[src/rtl/scd_pkg.sv]
// -----------------------------------------------------------------------------
// scd_pkg
// Shared constants and helpers for the scan_counter_display slice.
//   - MODE_HEX / MODE_DEC : values of the counter radix select input
//   - SEG_0 .. SEG_F      : active-low seven-segment glyphs, bit order {g,f,e,d,c,b,a}
//   - SEG_BLANK           : all segments off
//   - hex_to_sseg()       : nibble to active-low glyph
// -----------------------------------------------------------------------------
package scd_pkg;

   localparam logic MODE_HEX = 1'b0;
   localparam logic MODE_DEC = 1'b1;

   localparam logic [6:0] SEG_0     = 7'b1000000;
   localparam logic [6:0] SEG_1     = 7'b1111001;
   localparam logic [6:0] SEG_2     = 7'b0100100;
   localparam logic [6:0] SEG_3     = 7'b0110000;
   localparam logic [6:0] SEG_4     = 7'b0011001;
   localparam logic [6:0] SEG_5     = 7'b0010010;
   localparam logic [6:0] SEG_6     = 7'b0000010;
   localparam logic [6:0] SEG_7     = 7'b1111000;
   localparam logic [6:0] SEG_8     = 7'b0000000;
   localparam logic [6:0] SEG_9     = 7'b0010000;
   localparam logic [6:0] SEG_A     = 7'b0001000;
   localparam logic [6:0] SEG_B     = 7'b0000011;
   localparam logic [6:0] SEG_C     = 7'b1000110;
   localparam logic [6:0] SEG_D     = 7'b0100001;
   localparam logic [6:0] SEG_E     = 7'b0000110;
   localparam logic [6:0] SEG_F     = 7'b0001110;
   localparam logic [6:0] SEG_BLANK = 7'b1111111;

   function automatic logic [6:0] hex_to_sseg(input logic [3:0] hex);
      logic [6:0] seg;
      case (hex)
         4'h0:    seg = SEG_0;
         4'h1:    seg = SEG_1;
         4'h2:    seg = SEG_2;
         4'h3:    seg = SEG_3;
         4'h4:    seg = SEG_4;
         4'h5:    seg = SEG_5;
         4'h6:    seg = SEG_6;
         4'h7:    seg = SEG_7;
         4'h8:    seg = SEG_8;
         4'h9:    seg = SEG_9;
         4'hA:    seg = SEG_A;
         4'hB:    seg = SEG_B;
         4'hC:    seg = SEG_C;
         4'hD:    seg = SEG_D;
         4'hE:    seg = SEG_E;
         4'hF:    seg = SEG_F;
         default: seg = SEG_BLANK;
      endcase
      return seg;
   endfunction

endpackage

[src/rtl/scd_digit.sv]
// -----------------------------------------------------------------------------
// scd_digit
// One 4-bit up/down counter digit with hex or decimal modulus.
// Ports:
//   clk, reset  : board clock, asynchronous active-high reset
//   step_en     : advance this digit this cycle (carry/borrow from below)
//   updown      : 1 = up, 0 = down
//   mode        : MODE_DEC (modulus 10) or MODE_HEX (modulus 16)
//   load        : synchronous load strobe, wins over step_en
//   load_value  : value taken verbatim on load
//   value       : current digit register
//   terminal    : digit sits at its roll-over value for the current direction
// -----------------------------------------------------------------------------
module scd_digit
   import scd_pkg::*;
(
   input  logic       clk,
   input  logic       reset,
   input  logic       step_en,
   input  logic       updown,
   input  logic       mode,
   input  logic       load,
   input  logic [3:0] load_value,
   output logic [3:0] value,
   output logic       terminal
);

   logic [3:0] value_r;
   logic [3:0] max_s;
   logic [3:0] next_s;
   logic       terminal_s;

   // Terminal detection and next value; a decimal digit above 9 counts as
   // terminal going up and snaps to 9 going down.
   always_comb begin
      max_s      = (mode == MODE_DEC) ? 4'd9 : 4'd15;
      terminal_s = 1'b0;
      next_s     = value_r;
      if (updown) begin
         terminal_s = (value_r >= max_s);
         next_s     = terminal_s ? 4'd0 : (value_r + 4'd1);
      end else begin
         terminal_s = (value_r == 4'd0);
         if (terminal_s) begin
            next_s = max_s;
         end else if (value_r > max_s) begin
            next_s = max_s;
         end else begin
            next_s = value_r - 4'd1;
         end
      end
   end

   // Digit register: load has priority over a step.
   always_ff @(posedge clk or posedge reset) begin
      if (reset) begin
         value_r <= 4'd0;
      end else if (load) begin
         value_r <= load_value;
      end else if (step_en) begin
         value_r <= next_s;
      end else begin
         value_r <= value_r;
      end
   end

   assign value    = value_r;
   assign terminal = terminal_s;

endmodule

[src/rtl/scan_counter_display.sv]
// -----------------------------------------------------------------------------
// scan_counter_display
// Multi-digit up/down counter with a seven-segment scan driver, all on clk
// using tick enables.
// Parameters: NUM_DIGITS (1..8), CLK_HZ (base step period), SCAN_DIV_W
//   (scan tick every 2^SCAN_DIV_W clocks).
// Ports:
//   clk, reset  : board clock, asynchronous active-high reset
//   enable      : allow counting on step ticks
//   updown      : 1 = up, 0 = down
//   mode        : 1 = decimal, 0 = hex
//   speed       : step period = max(1, CLK_HZ >> speed) cycles
//   load        : synchronous load of load_value (no wrap pulse)
//   load_value  : digit 0 in bits [3:0]
//   count       : current count
//   wrap        : one-cycle pulse on full-chain roll-over
//   sseg        : active-low segments {g,f,e,d,c,b,a}
//   an          : active-low one-hot anode of the scanned digit
// Optional macro LEADING_ZERO_BLANK_EN: blank digits above the most
//   significant nonzero digit (digit 0 always shown).
// -----------------------------------------------------------------------------
module scan_counter_display
   import scd_pkg::*;
#(
   parameter int          NUM_DIGITS = 4,
   parameter int unsigned CLK_HZ     = 100000000,
   parameter int          SCAN_DIV_W = 17
) (
   input  logic                    clk,
   input  logic                    reset,
   input  logic                    enable,
   input  logic                    updown,
   input  logic                    mode,
   input  logic [4:0]              speed,
   input  logic                    load,
   input  logic [4*NUM_DIGITS-1:0] load_value,
   output logic [4*NUM_DIGITS-1:0] count,
   output logic                    wrap,
   output logic [6:0]              sseg,
   output logic [7:0]              an
);

   logic [31:0]           step_cnt_r;
   logic [31:0]           period_s;
   logic                  step_tick_s;
   logic [NUM_DIGITS:0]   chain_s;
   logic [NUM_DIGITS-1:0] term_s;
   logic [3:0]            digit_val_s [NUM_DIGITS];
   logic                  wrap_r;
   logic [SCAN_DIV_W-1:0] scan_div_r;
   logic                  scan_tick_s;
   logic [2:0]            scan_idx_r;
   logic [3:0]            digit_s;
   logic [2:0]            msd_s;
   logic [6:0]            sseg_s;
   logic [7:0]            an_s;

   // Step period; ">=" lets a speed change that shortens the period fire at once.
   always_comb begin
      period_s = 32'(CLK_HZ) >> speed;
      if (period_s == 32'd0) begin
         period_s = 32'd1;
      end else begin
         period_s = period_s;
      end
      step_tick_s = (step_cnt_r >= (period_s - 32'd1));
   end

   // Free-running step counter, independent of enable.
   always_ff @(posedge clk or posedge reset) begin
      if (reset) begin
         step_cnt_r <= 32'd0;
      end else if (step_tick_s) begin
         step_cnt_r <= 32'd0;
      end else begin
         step_cnt_r <= step_cnt_r + 32'd1;
      end
   end

   // A load blocks the chain so it never produces a wrap.
   assign chain_s[0] = step_tick_s & enable & ~load;

   for (genvar g = 0; g < NUM_DIGITS; g++) begin : g_digit
      scd_digit u_digit (
         .clk        (clk),
         .reset      (reset),
         .step_en    (chain_s[g]),
         .updown     (updown),
         .mode       (mode),
         .load       (load),
         .load_value (load_value[4*g +: 4]),
         .value      (digit_val_s[g]),
         .terminal   (term_s[g])
      );
      assign chain_s[g+1]       = chain_s[g] & term_s[g];
      assign count[4*g +: 4]    = digit_val_s[g];
   end

   // Wrap pulse: every digit rolled over in this step.
   always_ff @(posedge clk or posedge reset) begin
      if (reset) begin
         wrap_r <= 1'b0;
      end else begin
         wrap_r <= chain_s[NUM_DIGITS];
      end
   end

   assign scan_tick_s = &scan_div_r;

   // Scan divider and digit index.
   always_ff @(posedge clk or posedge reset) begin
      if (reset) begin
         scan_div_r <= '0;
         scan_idx_r <= 3'd0;
      end else begin
         scan_div_r <= scan_div_r + SCAN_DIV_W'(1);
         if (scan_tick_s) begin
            if (scan_idx_r == 3'(NUM_DIGITS - 1)) begin
               scan_idx_r <= 3'd0;
            end else begin
               scan_idx_r <= scan_idx_r + 3'd1;
            end
         end else begin
            scan_idx_r <= scan_idx_r;
         end
      end
   end

   // Selected digit and most significant nonzero digit position.
   always_comb begin
      digit_s = 4'd0;
      msd_s   = 3'd0;
      for (int i = 0; i < NUM_DIGITS; i++) begin
         if (scan_idx_r == 3'(i)) begin
            digit_s = digit_val_s[i];
         end else begin
            digit_s = digit_s;
         end
         if (digit_val_s[i] != 4'd0) begin
            msd_s = 3'(i);
         end else begin
            msd_s = msd_s;
         end
      end
   end

   // Anode and segment drive, combinational from scan_idx and count.
   always_comb begin
      an_s   = 8'hFF;
      sseg_s = hex_to_sseg(digit_s);
`ifdef LEADING_ZERO_BLANK_EN
      if (scan_idx_r > msd_s) begin
         sseg_s = SEG_BLANK;
      end else begin
         an_s[scan_idx_r] = 1'b0;
      end
`else
      an_s[scan_idx_r] = 1'b0;
`endif
   end

   assign wrap = wrap_r;
   assign sseg = sseg_s;
   assign an   = an_s;

endmodule

[config.mk]
export PLATFORM = sky130hd
export DESIGN_NAME = scan_counter_display
export DESIGN_NICKNAME = d
export VERILOG_FILES = /design/src/rtl/scd_pkg.sv /design/src/rtl/scd_digit.sv /design/src/rtl/scan_counter_display.sv
export SDC_FILE = /design/constraint.sdc
export NUM_CORES = 1
export LEC_CHECK = 0
export ABC_CLOCK_PERIOD_IN_PS = 3200
export CAP_MARGIN = 20
export CORE_MARGIN = 10
export CORE_UTILIZATION = 50
export DETAILED_ROUTE_END_ITERATION = 8
export DONT_BUFFER_PORTS = 1
export HOLD_SLACK_MARGIN = 0.1
export PLACE_DENSITY = 0.62
export SLEW_MARGIN = 20
export SYNTH_ARGS = -nofsm -noshare
export SYNTH_HDL_FRONTEND = slang
export SYNTH_SLANG_ARGS = --single-unit
[constraint.sdc]
create_clock -name clk -period 3.2 [get_ports clk]
set_input_delay 0.32 -clock clk [delete_from_list [all_inputs] [get_ports clk]]
set_output_delay 0.32 -clock clk [all_outputs]
set_load 0.005 [all_outputs]
==> results.txt, run 1 <==
Count of buffers from port buffering - 0
Count of different cell masters after synthesis - 70
Buffer type at the clock tree root - sky130_fd_sc_hd__clkbuf_16
Final setup slack of the worst path - 0.166 ns
Clk sink count - 69
Total number of placement rows - 39
Cell leakage power - 3.12 nW
Minimum period implied by the final worst setup slack - 3.03 ns
Number of maximum-capacitance violations - 0
Reg2reg setup slack - 0.55 ns
Multi-input gate area - 4110 um^2
Period utilisation layout - 94.8%
Fraction of post-synthesis cell area in the top cell type by area - 29.0%
Final antenna diode count - 0
Gate count of the mapped netlist - 734
Kind of path behind the tightest hold check - primary input to flip-flop
Portion of total power attributed to combinational logic - 23.4%
Reg-to-reg critical path endpoint - g_digit[2].u_digit.value[0]$_DFFE_PP0P_
Seq/Total Area, Yosys - 29.0%
Average detailed-routed wire length per instance - 17.7 um
Outcome - finished clean
Estimated wirelength of the detail-placed design - 11600 um
Leading cell types by total area after synthesis - sky130_fd_sc_hd__dfrtp_1 29%, sky130_fd_sc_hd__ha_1 13%, sky130_fd_sc_hd__nor2_1 5.0%
Net switching fraction of the power - 32.2%
Clock Pin Slew Worst Setup and Hold Paths - 0.06 ns
Data arrival time of the critical path - 3.27 ns
Boundary Pins - 59
Met3 usage in global routing - 5.26%
Deepest level of the CTS H-tree - 3
Number of hold violations in the final report - 0
Hold Slack - 0.103 ns
Fill cell count - 1028
GPL Wtd Cong - 0.924
Maximum clock rate - 0.330 GHz
Remaining routing DRC violations - 0
Slew headroom - 55.5%
Largest buffer count on any clock path - 2
Cell count after placement - 869
IR drop worst, VDD - 429 uV
Initial antenna violation count - 0
Internal power - 0.00183 W
Global-route met2 utilization - 30.7%
Flop pwr share - 38.0%
Total routing resource utilization after global routing - 19.1%
Area Overhead vs Synth - 14.6%
Critical hold path startpoint - load_value[11]
Post-synth EDFFs - 0
Initial drt markers - 513
Post-route insts no fill - 900
Dpl ws - -0.288 ns
Transition at the pin with the smallest max-transition slack - 0.666 ns
Avg Inst Size Synth - 8.11 um^2
Final core area utilization - 59.2%
PwrDens - 396 nW/um^2
Number of max-slew violations in the final report - 0
Clk_lat worst skew - 0.35 ns
Die W - 129 um
Layout cells sized above 1 - 14.1%
Avg Vias per Cell - 6.19
Power dissipated by switching net loads - 0.000869 W
Worst reg-to-reg path cell count - 8
Total gr overflow - 0
Category of the critical setup timing path - primary input to flip-flop
CORE AREA - 11500 um^2
Crit start category - primary input
Full die area - 16700 um^2
GR met1 Demand/Resource - 25.0%
Most frequent cell after synthesis - sky130_fd_sc_hd__nor2_1
Clock buffer count from CTS - 9
Die Height - 129 um
Final count of negative-setup-slack endpoints - 0
Number of antenna-violating nets in the routed design - 0
Post-Syn Area - 5950 um^2
Wire length of the first global-routing pass - 26200 um
Worst r2r src - g_digit[0].u_digit.value[1]$_DFFE_PP0P_
Cell type with the highest aggregate area in the netlist - sky130_fd_sc_hd__dfrtp_1
Number of nets at the end of the flow - 841
Yosys warns - 0
Maximum net fanout on the critical path - 19
Initial cell density of the core - 51.7%
Part of the power in the clock network - 38.6%
Most common flop cell mapped by yosys - sky130_fd_sc_hd__dfrtp_1
Maximum number of pins on one net before global-route repair - 39
First drt pass iteration count - 5
End point of the most critical hold path - g_digit[2].u_digit.value[3]$_DFFE_PP0P_
Hold path cells - 2
Critical path required time - 3.44 ns
Via count of the first global-routing pass - 5216
Worst Skew - 0.00805 ns
Vias - 5572
Total length of routed wires - 15900 um
Most crowded layer after global routing - met2
Critical Path End Type - flip-flop
Async set-reset flop share out of synthesis - 100%
Register cell area after layout - 1730 um^2
Most frequent cells after synthesis - 79 x sky130_fd_sc_hd__nor2_1, 74 x sky130_fd_sc_hd__nand2_1, 69 x sky130_fd_sc_hd__dfrtp_1
Clock tree from TritonCTS - built
Number of storage elements in the synthesis netlist - 69
## how the worst max path moves through the flow
stage / cells past startpoint / end / from
6_report: 19 / g_digit[2].u_digit.value[0]$_DFFE_PP0P_ / speed[0]
5_1_grt: 17 / g_digit[2].u_digit.value[0]$_DFFE_PP0P_ / speed[0]
4_1_cts: 10 / sseg[3] / scan_idx_r[1]$_DFFE_PP0P_
3_5_place_dp: 18 / g_digit[1].u_digit.value[2]$_DFFE_PP0P_ / speed[0]
3_3_place_gp: 18 / g_digit[0].u_digit.value[0]$_DFFE_PP0P_ / speed[0]
2_1_floorplan: 18 / g_digit[1].u_digit.value[2]$_DFFE_PP0P_ / speed[1]
## power by group through the flow
stage	combinational (W)	sequential, W	clock, W
floorplan	0.000491	0.000994	0
CTS	0.000590	0.00102	0.00106
global placement	0.000566	0.00103	0
detailed placement	0.000579	0.00104	0
finish	0.000631	0.00102	0.00104
global route	0.000713	0.00103	0.00110
## metrics by stage
stage	cell area (um^2)	total power, W	setup TNS, ns
global placement	6240	0.00160	-7.09
global route	6820	0.00285	-0.00338
detailed placement	6240	0.00162	-9.59
floorplan	6090	0.00149	-1.57
CTS	6610	0.00267	0
finish	6820	0.00270	0
## state kept, by name, indices dropped and copies added, names as in the netlist
| register | count |
|---|---|
| g_digit.u_digit.value | 16 |
| scan_div_r | 17 |
| scan_idx_r | 3 |
| step_cnt_r | 32 |
| wrap | 1 |
## kinds of logic after synthesis
| kind of cell | Yosys count | share of synthesized area (%) |
|---|---|---|
| adder cells (fa/ha/maj) | 62 | 13.0 |
| XOR/XNOR | 50 | 7.36 |
| AO/OA/AOI/OAI | 191 | 21.7 |
| multiplexers | 8 | 1.58 |
| other | 1 | 0.0630 |
| AND/OR/NAND/NOR | 277 | 22.3 |
| flip-flops | 69 | 29.0 |
| buffers and inverters | 76 | 4.94 |
## layout by cell type (no fill, tap or decap), types with 6 or more instances in the layout
master | synthesis | layout
sky130_fd_sc_hd__nor2b_1 | 11 | 11
sky130_fd_sc_hd__inv_1 | 36 | 33
sky130_fd_sc_hd__a21o_1 | 8 | 8
sky130_fd_sc_hd__a21oi_2 | 2 | 6
sky130_fd_sc_hd__a211oi_1 | 10 | 6
sky130_fd_sc_hd__nand2b_1 | 12 | 12
sky130_fd_sc_hd__o21ai_1 | 1 | 6
sky130_fd_sc_hd__buf_4 | 1 | 34
sky130_fd_sc_hd__o22ai_1 | 6 | 6
sky130_fd_sc_hd__mux2i_1 | 6 | 6
sky130_fd_sc_hd__nand2_1 | 74 | 72
sky130_fd_sc_hd__clkbuf_16 | 0 | 9
sky130_fd_sc_hd__nor3_1 | 11 | 9
sky130_fd_sc_hd__xnor2_1 | 30 | 30
sky130_fd_sc_hd__nand3_1 | 38 | 38
sky130_fd_sc_hd__o21a_1 | 6 | 6
sky130_fd_sc_hd__xor2_1 | 20 | 20
sky130_fd_sc_hd__a31oi_1 | 9 | 8
sky130_fd_sc_hd__and3_1 | 12 | 11
sky130_fd_sc_hd__dfrtp_1 | 69 | 67
sky130_fd_sc_hd__o21ai_0 | 39 | 33
sky130_fd_sc_hd__ha_1 | 62 | 58
sky130_fd_sc_hd__a21oi_1 | 49 | 45
sky130_fd_sc_hd__nor2_1 | 79 | 77
sky130_fd_sc_hd__nand4_1 | 13 | 13
## layout make-up
| type | count | share of cell area, % |
|---|---|---|
| Clock inverter | 7 | 1.19 |
| Sequential cell | 69 | 25.4 |
| Multi-Input combinational cell | 592 | 60.3 |
| Inverter | 37 | 2.07 |
| Tap cell | 143 | 2.62 |
| Clock buffer | 9 | 3.30 |
| Timing Repair Buffer | 43 | 5.14 |
## repair_timing
item,CTS,global route
setup buffers,1,8
setup endpoints to repair,1,54
pin swaps,0,11
gates cloned,0,1
hold buffers,5,0
gates resized for setup,1,37
endpoints found under the hold margin,36,0
## worst max-delay path: stages
cell                       delay [ns]
sky130_fd_sc_hd__and2_4          0.15
sky130_fd_sc_hd__nor2_4          0.08
sky130_fd_sc_hd__o21ai_1         0.06
sky130_fd_sc_hd__a32oi_1         0.25
sky130_fd_sc_hd__ha_4            0.24
sky130_fd_sc_hd__nand2_4         0.09
sky130_fd_sc_hd__nor3_4          0.12
sky130_fd_sc_hd__buf_4           0.16
sky130_fd_sc_hd__a21oi_2         0.04
sky130_fd_sc_hd__ha_1            0.31
sky130_fd_sc_hd__a21oi_2         0.14
sky130_fd_sc_hd__o21ai_0         0.09
sky130_fd_sc_hd__o221ai_1        0.19
sky130_fd_sc_hd__o211ai_1        0.11
sky130_fd_sc_hd__buf_4           0.16
sky130_fd_sc_hd__a31o_4          0.25
sky130_fd_sc_hd__buf_6           0.15
sky130_fd_sc_hd__a21o_1          0.15
sky130_fd_sc_hd__a32o_1          0.21
## layer usage
metal / part of all wire (%) / vias up
li1: - / 2670
met1: 44 / 2702
met2: 47 / 181
met3: 7.2 / 19
met4: 1.2 / 0
met5: 0 / -
No activity file was read; power rests on OpenSTA's default activity.
==> inputs of run 2 (changes only) <==
Settings changed: ABC_AREA set to 1.
==> run 2 against run 1 <==
Net effect:
- the run now ends with setup timing left
- combinational power increased by 140%
- worst setup slack worse by 0.28 ns
- core utilization up 2.6 points
- die area is 2.9% higher
- final area up 8.9%
- sequential power rose by 24%
- critical endpoint is now step_cnt_r[31]$_DFF_PP0_
==> results.txt, run 2 <==
Worst Skew - 0.00527 ns
Count of different cell masters after synthesis - 56
Critical path required time - 3.47 ns
Total number of placement rows - 40
Clk_lat worst skew - 0.34 ns
Cell count after placement - 1054
Post-Syn Area - 6160 um^2
Number of maximum-capacitance violations - 0
Die Height - 131 um
Most common flop cell mapped by yosys - sky130_fd_sc_hd__dfrtp_1
Boundary Pins - 59
Number of nets at the end of the flow - 1020
Most common library cell in the layout ignoring fill and taps - sky130_fd_sc_hd__nand2_1
Number of hold violations in the final report - 0
Kind of path behind the tightest hold check - primary input to flip-flop
Portion of total power attributed to combinational logic - 38.2%
Transition at the pin with the smallest max-transition slack - 0.531 ns
Estimated wirelength of the detail-placed design - 13400 um
Maximum number of pins on one net before global-route repair - 32
Clock buffer count from CTS - 9
Startpoint of the worst setup timing path - speed[1]
Post-route insts no fill - 1084
Area of all placed cells without fillers - 7420 um^2
Internal power - 0.00239 W
Total routing resource utilization after global routing - 20.6%
Setup repair after global routing missed its margin - true
Category of the critical setup timing path - primary input to flip-flop
Largest buffer count on any clock path - 2
Avg Inst Size Synth - 7.16 um^2
First drt pass iteration count - 5
Cell leakage power - 3.68 nW
Dpl ws - -0.571 ns
Crit start category - primary input
Async set-reset flop share out of synthesis - 100%
Most used cells in the layout excluding fill and tap cells - 175 x sky130_fd_sc_hd__nand2_1, 93 x sky130_fd_sc_hd__inv_1, 81 x sky130_fd_sc_hd__nor2_1
Cell with the largest stage delay on the worst path - sky130_fd_sc_hd__ha_1
Final count of negative-setup-slack endpoints - 28
Initial antenna violation count - 0
Die W - 131 um
Gate count of the mapped netlist - 860
Full die area - 17200 um^2
Initial drt markers - 391
Layout cells sized above 1 - 19.7%
PwrDens - 524 nW/um^2
Slew headroom - 64.3%
Outcome - complete, but fails checks
Buffers and inverters on the worst path - 8
Cell type with the highest aggregate area in the netlist - sky130_fd_sc_hd__dfrtp_1
Maximum clock rate - 0.302 GHz
Number of flip-flops under the largest register name - 32
Clock tree from TritonCTS - built
Leading cell types by total area after synthesis - sky130_fd_sc_hd__dfrtp_1 28%, sky130_fd_sc_hd__ha_1 13%, sky130_fd_sc_hd__nand2_1 11%
Area Overhead vs Synth - 20.6%
Violations in the final reports - setup timing
Minimum period implied by the final worst setup slack - 3.31 ns
Post-synth EDFFs - 0
Avg Vias per Cell - 5.53
Number of antenna-violating nets in the routed design - 0
Final setup slack of the worst path - -0.114 ns
Average detailed-routed wire length per instance - 15.8 um
Deepest level of the CTS H-tree - 3
Setup TNS - -2.04 ns
Critical Path End Type - flip-flop
Worst r2r src - scan_div_r[0]$_DFF_PP0_
Most frequent cell after synthesis - sky130_fd_sc_hd__nand2_1
Cell repeated most along the worst path - sky130_fd_sc_hd__nand2_1
Most frequent cells after synthesis - 187 x sky130_fd_sc_hd__nand2_1, 100 x sky130_fd_sc_hd__inv_1, 88 x sky130_fd_sc_hd__nor2_1
Remaining routing DRC violations - 0
Total gr overflow - 0
Largest Register - step_cnt_r
Part of the power in the clock network - 29.4%
Worst path max stage delay - 0.24 ns
Total length of routed wires - 17100 um
Data arrival time of the critical path - 3.58 ns
Buffer type at the clock tree root - sky130_fd_sc_hd__clkbuf_16
Power dissipated by switching net loads - 0.00150 W
Via count of the first global-routing pass - 5961
Delay-heaviest family, CP - simple AND/OR/NAND/NOR gates
Maximum net fanout on the critical path - 16
Seq/Total Area, Yosys - 28.0%
Fraction of post-synthesis cell area in the top cell type by area - 28.0%
Number of storage elements in the synthesis netlist - 69
Hold Slack - 0.134 ns
Critical hold path startpoint - load_value[5]
GPL Wtd Cong - 0.916
Period utilisation layout - 104%
Net switching fraction of the power - 38.7%
Initial cell density of the core - 51.3%
IR drop worst, VDD - 486 uV
Clk sink count - 69
Flop pwr share - 32.3%
Count of buffers from port buffering - 0
Placement Cell Area - 6780 um^2
Yosys warns - 0
Number of max-slew violations in the final report - 0
CORE AREA - 12000 um^2
Vias - 5991
Clock Pin Slew Worst Setup and Hold Paths - 0.06 ns
Wire length of the first global-routing pass - 28300 um
==> run 2: changes by cell type after synthesis, sizes merged, moves of 10 or more <==
| cell | change |
|---|---|
| nor2 | +18 |
| xnor2 | -15 |
| inv | +73 |
| nor2b | -11 |
| nand2b | -12 |
| xor2 | +14 |
| o21ai | +10 |
| clkbuf | -17 |
| nand3 | +30 |
| nand2 | +122 |
| and3 | -13 |
==> run 2: metal layers <==
| layer | global-route usage [%] | share of wire, % |
|---|---|---|
| met1 | 22.0 | 40 |
| met2 | 36.3 | 50 |
| met3 | 6.33 | 6.0 |
| met4 | 9.88 | 3.8 |
| met5 | 0 | 0 |
==> run 2: logic make-up after synthesis <==
family / synth area share, %
xor gates and xnor gates: 6.97
muxes: 0.163
DFF: 28.0
buffers and inverters: 8.37
and+or+nand+nor: 30.3
adders and majority gates: 12.6
other: 0.0609
AOI/OAI and AO/OA: 13.5
==> run 2: worst register-to-register path: cells and delay by family, from the launching register on <==
| kind | cells | cell delay [ns] |
|---|---|---|
| and+or+nand+nor | 6 | 1.25 |
| DFF | 1 | 0.37 |
| adders and majority gates | 2 | 0.43 |
| AOI/OAI and AO/OA | 1 | 0.10 |
==> run 2: timing repair <==
action / 4_1_cts / 5_1_grt
gates cloned: 0 / 1
hold buffers: 1 / 0
endpoints found under the hold margin: 8 / 0
setup buffers: 4 / 7
resized for setup: 16 / 39
endpoints found under the setup margin: 26 / 53
pin swaps: 10 / 18
==> run 2: power by group through the flow <==
stage	Combinational, W	Sequential [W]	Clock [W]
after floorplan	0.00109	0.00117	0
after global placement	0.00135	0.00127	0
after detailed placement	0.00140	0.00127	0
after CTS	0.00144	0.00126	0.00117
after global routing	0.00171	0.00129	0.00121
final	0.00149	0.00126	0.00115
==> run 2: area by class of cell <==
class | count | area, um^2
inverters | 110 | 435
clock buffers | 10 | 229
multi-input cells | 664 | 4120
flip-flops and latches | 69 | 1730
fillers | 1107 | 4590
clock inverters | 6 | 111
repair buffers | 77 | 618
well taps | 147 | 184
diodes | 1 | 2.50
==> run 2: metrics by stage <==
step | util (%) | total power, W
after floorplan | - | 0.00226
after global routing | 61.8 | 0.00422
after CTS | 60.1 | 0.00387
final | 61.8 | 0.00389
after global placement | 56.4 | 0.00261
after detailed placement | 56.4 | 0.00267
==> run 2: path summary, 6_finish.rpt <==
| path | endpoint | slack, ns | depth (start not counted) |
|---|---|---|---|
| setup / recovery | step_cnt_r[31]$_DFF_PP0_ | -0.11 | 28 |
| hold / removal | g_digit[1].u_digit.value[1]$_DFFE_PP0P_ | 0.13 | 2 |
| setup reg to reg | scan_idx_r[0]$_DFFE_PP0P_ | 0.98 | 9 |
| hold reg to reg | scan_div_r[0]$_DFF_PP0_ | 0.46 | 1 |
| max in group asynchronous | scan_idx_r[0]$_DFFE_PP0P_ | 2.19 | 3 |
| min in group asynchronous | step_cnt_r[1]$_DFF_PP0_ | 0.35 | 2 |
==> inputs of run 3 (changes only) <==
--- a/config.mk
+++ b/config.mk
@@ -9,10 +9,13 @@
 export ABC_CLOCK_PERIOD_IN_PS = 3200
 export CAP_MARGIN = 20
+export CELL_PAD_IN_SITES_DETAIL_PLACEMENT = 1
+export CELL_PAD_IN_SITES_GLOBAL_PLACEMENT = 2
 export CORE_MARGIN = 10
-export CORE_UTILIZATION = 50
+export CORE_UTILIZATION = 37
 export DETAILED_ROUTE_END_ITERATION = 8
 export DONT_BUFFER_PORTS = 1
 export HOLD_SLACK_MARGIN = 0.1
-export PLACE_DENSITY = 0.62
+export PLACE_DENSITY = 0.78
+export SKIP_LAST_GASP = 1
 export SLEW_MARGIN = 20
 export SYNTH_ARGS = -nofsm -noshare
==> constraint.sdc (replaced) <==
create_clock -name clk -period 3.2 [get_ports clk]
set_input_delay 0.64 -clock clk [delete_from_list [all_inputs] [get_ports clk]]
set_output_delay 0.64 -clock clk [all_outputs]
set_load 0.005 [all_outputs]
==> run 3 against run 2 <==
Net effect:
- the run still ends with setup timing left
- clock power fell by 16%
- combinational power increased by 22%
- global-route usage fell by 1.2 points
- sequential power barely moved
- critical path type unchanged
- fmax fell by 13%
- largest cell class unchanged
==> results.txt, run 3 (synthesis gave the netlist of run 2 again) <==
Outcome - complete, but fails checks
Violations in the final reports - setup timing
Avg Vias per Cell - 5.32
Via count of the first global-routing pass - 6952
Largest Register - step_cnt_r
Cell repeated most along the worst path - sky130_fd_sc_hd__nand2_4
Period utilisation layout - 118%
Count of buffers from port buffering - 0
Number of hold violations in the final report - 0
Number of antenna-violating nets in the routed design - 0
Multi-input gate area - 4420 um^2
Crit start category - primary input
Most used cells in the layout excluding fill and tap cells - 157 x sky130_fd_sc_hd__nand2_1, 99 x sky130_fd_sc_hd__buf_4, 87 x sky130_fd_sc_hd__inv_1
Largest buffer count on any clock path - 2
Remaining routing DRC violations - 0
Setup TNS - -22.31 ns
Placement Cell Area - 6950 um^2
Final count of negative-setup-slack endpoints - 49
Total routing resource utilization after global routing - 19.4%
Post-route insts no fill - 1190
Dpl ws - -1.07 ns
Critical path required time - 3.42 ns
Setup repair after global routing missed its margin - true
IR drop worst, VDD - 255 uV
Total number of placement rows - 47
Number of maximum-capacitance violations - 0
Initial drt markers - 191
Die Height - 149 um
Clk sink count - 69
Initial cell density of the core - 37.4%
Number of max-slew violations in the final report - 0
Wire length of the first global-routing pass - 35100 um
Total gr overflow - 0
Hold Slack - 0.252 ns
Transition at the pin with the smallest max-transition slack - 0.652 ns
Maximum number of pins on one net before global-route repair - 70
Full die area - 22200 um^2
Deepest level of the CTS H-tree - 3
Total length of routed wires - 21900 um
Most common library cell in the layout ignoring fill and taps - sky130_fd_sc_hd__nand2_1
Number of nets at the end of the flow - 1054
Worst Skew - 0.00746 ns
Estimated wirelength of the detail-placed design - 16300 um
Final setup slack of the worst path - -0.591 ns
Minimum period implied by the final worst setup slack - 3.79 ns
Category of the critical setup timing path - primary input to flip-flop
Critical Path End Type - flip-flop
Number of flip-flops under the largest register name - 32
Reg2reg setup slack - 0.84 ns
First drt pass iteration count - 4
CORE AREA - 16500 um^2
Average detailed-routed wire length per instance - 18.4 um
PwrDens - 504 nW/um^2
Worst path max stage delay - 0.28 ns
Register cell area after layout - 1730 um^2
Initial antenna violation count - 1
GPL Wtd Cong - 0.895
Vias - 6329
Clock tree from TritonCTS - built
Clock Pin Slew Worst Setup and Hold Paths - 0.06 ns
Clock buffer count from CTS - 9
Cell leakage power - 3.89 nW
Fill cell count - 2067
Die W - 149 um
Cell with the largest stage delay on the worst path - sky130_fd_sc_hd__o211ai_1
Kind of path behind the tightest hold check - primary input to asynchronous set/reset pin
Buffer type at the clock tree root - sky130_fd_sc_hd__clkbuf_16
Maximum clock rate - 0.264 GHz
Boundary Pins - 59
Cell count after placement - 1134
Maximum net fanout on the critical path - 9
Area of all placed cells without fillers - 8090 um^2
Final antenna diode count - 0
Clk_lat worst skew - 0.34 ns
Area Overhead vs Synth - 31.4%
Layout cells sized above 1 - 28.4%
Data arrival time of the critical path - 4.01 ns
Slew headroom - 56.1%
## run 3: cell count changes in the layout (fill, tap and decap cells not counted), moves of 6 or more
cell                      change
sky130_fd_sc_hd__inv_2        +7
sky130_fd_sc_hd__nor2_1       -6
sky130_fd_sc_hd__nand2_1     -18
sky130_fd_sc_hd__o21ai_0     -11
sky130_fd_sc_hd__nand2_2     +14
sky130_fd_sc_hd__buf_4       +27
sky130_fd_sc_hd__o21ai_1      +7
sky130_fd_sc_hd__inv_1        -6
sky130_fd_sc_hd__ha_1         -6
## run 3: critical path: cells and delay by family
kind / cells / cell delay, ns
AND/OR/NAND/NOR: 18 / 1.94
buffers and inverters: 5 / 0.40
AO/OA/AOI/OAI: 4 / 0.56
adder cells (fa/ha/maj): 2 / 0.48
## run 3: final cells by class
| type | instances | area share, % |
|---|---|---|
| Multi-Input combinational cell | 664 | 54.6 |
| Sequential cell | 69 | 21.4 |
| Timing Repair Buffer | 111 | 11.7 |
| Inverter | 110 | 5.49 |
| Tap cell | 220 | 3.40 |
| Clock buffer | 9 | 2.78 |
| Clock inverter | 7 | 0.696 |
## run 3: path summary, 6_finish.rpt
kind                                    startpoint                                      end  depth (start not counted)
min in group clk           scan_div_r[0]$_DFF_PP0_                  scan_div_r[0]$_DFF_PP0_                          1
min                                          reset                 step_cnt_r[12]$_DFF_PP0_                          2
max reg2reg                scan_div_r[0]$_DFF_PP0_                scan_idx_r[0]$_DFFE_PP0P_                          9
max                                       speed[1]  g_digit[2].u_digit.value[2]$_DFFE_PP0P_                         29
min reg2reg                scan_div_r[0]$_DFF_PP0_                  scan_div_r[0]$_DFF_PP0_                          1
max in group asynchronous                    reset  g_digit[0].u_digit.value[2]$_DFFE_PP0P_                          2
## run 3: per-layer routing
metal / vias up / GRT usage, % / share of wire, % / wire length [um]
li1: 3069 / - / - / -
met1: 3134 / 19.8 / 38 / 8360
met2: 91 / 36.9 / 55 / 12000
met3: 33 / 5.25 / 4.6 / 1000
met4: 2 / 6.48 / 2.3 / 493
met5: - / 0 / 0.032 / 7
## run 3: stage by stage
step / power (W) / utilization [%]
global route: 0.00439 / 49.1
detailed placement: 0.00278 / 42.2
global placement: 0.00267 / 42.2
CTS: 0.00391 / 46.3
floorplan: 0.00226 / -
finish: 0.00408 / 49.1
## run 3: timing repair
item                                   in CTS  in global routing
pin swaps                                  20                 55
endpoints found under the hold margin       0                  0
cloned                                      1                  1
setup endpoints to repair                  56                 56
hold buffers                                0                  0
setup buffers                              21                 19
resized for setup                          65                 86
## run 3: power by group
part / switching [W] / internal, W
logic: 0.00103 / 0.000794
registers: 0.000281 / 0.00100
clock network: 0.000434 / 0.000536
total: 0.00174 / 0.00233
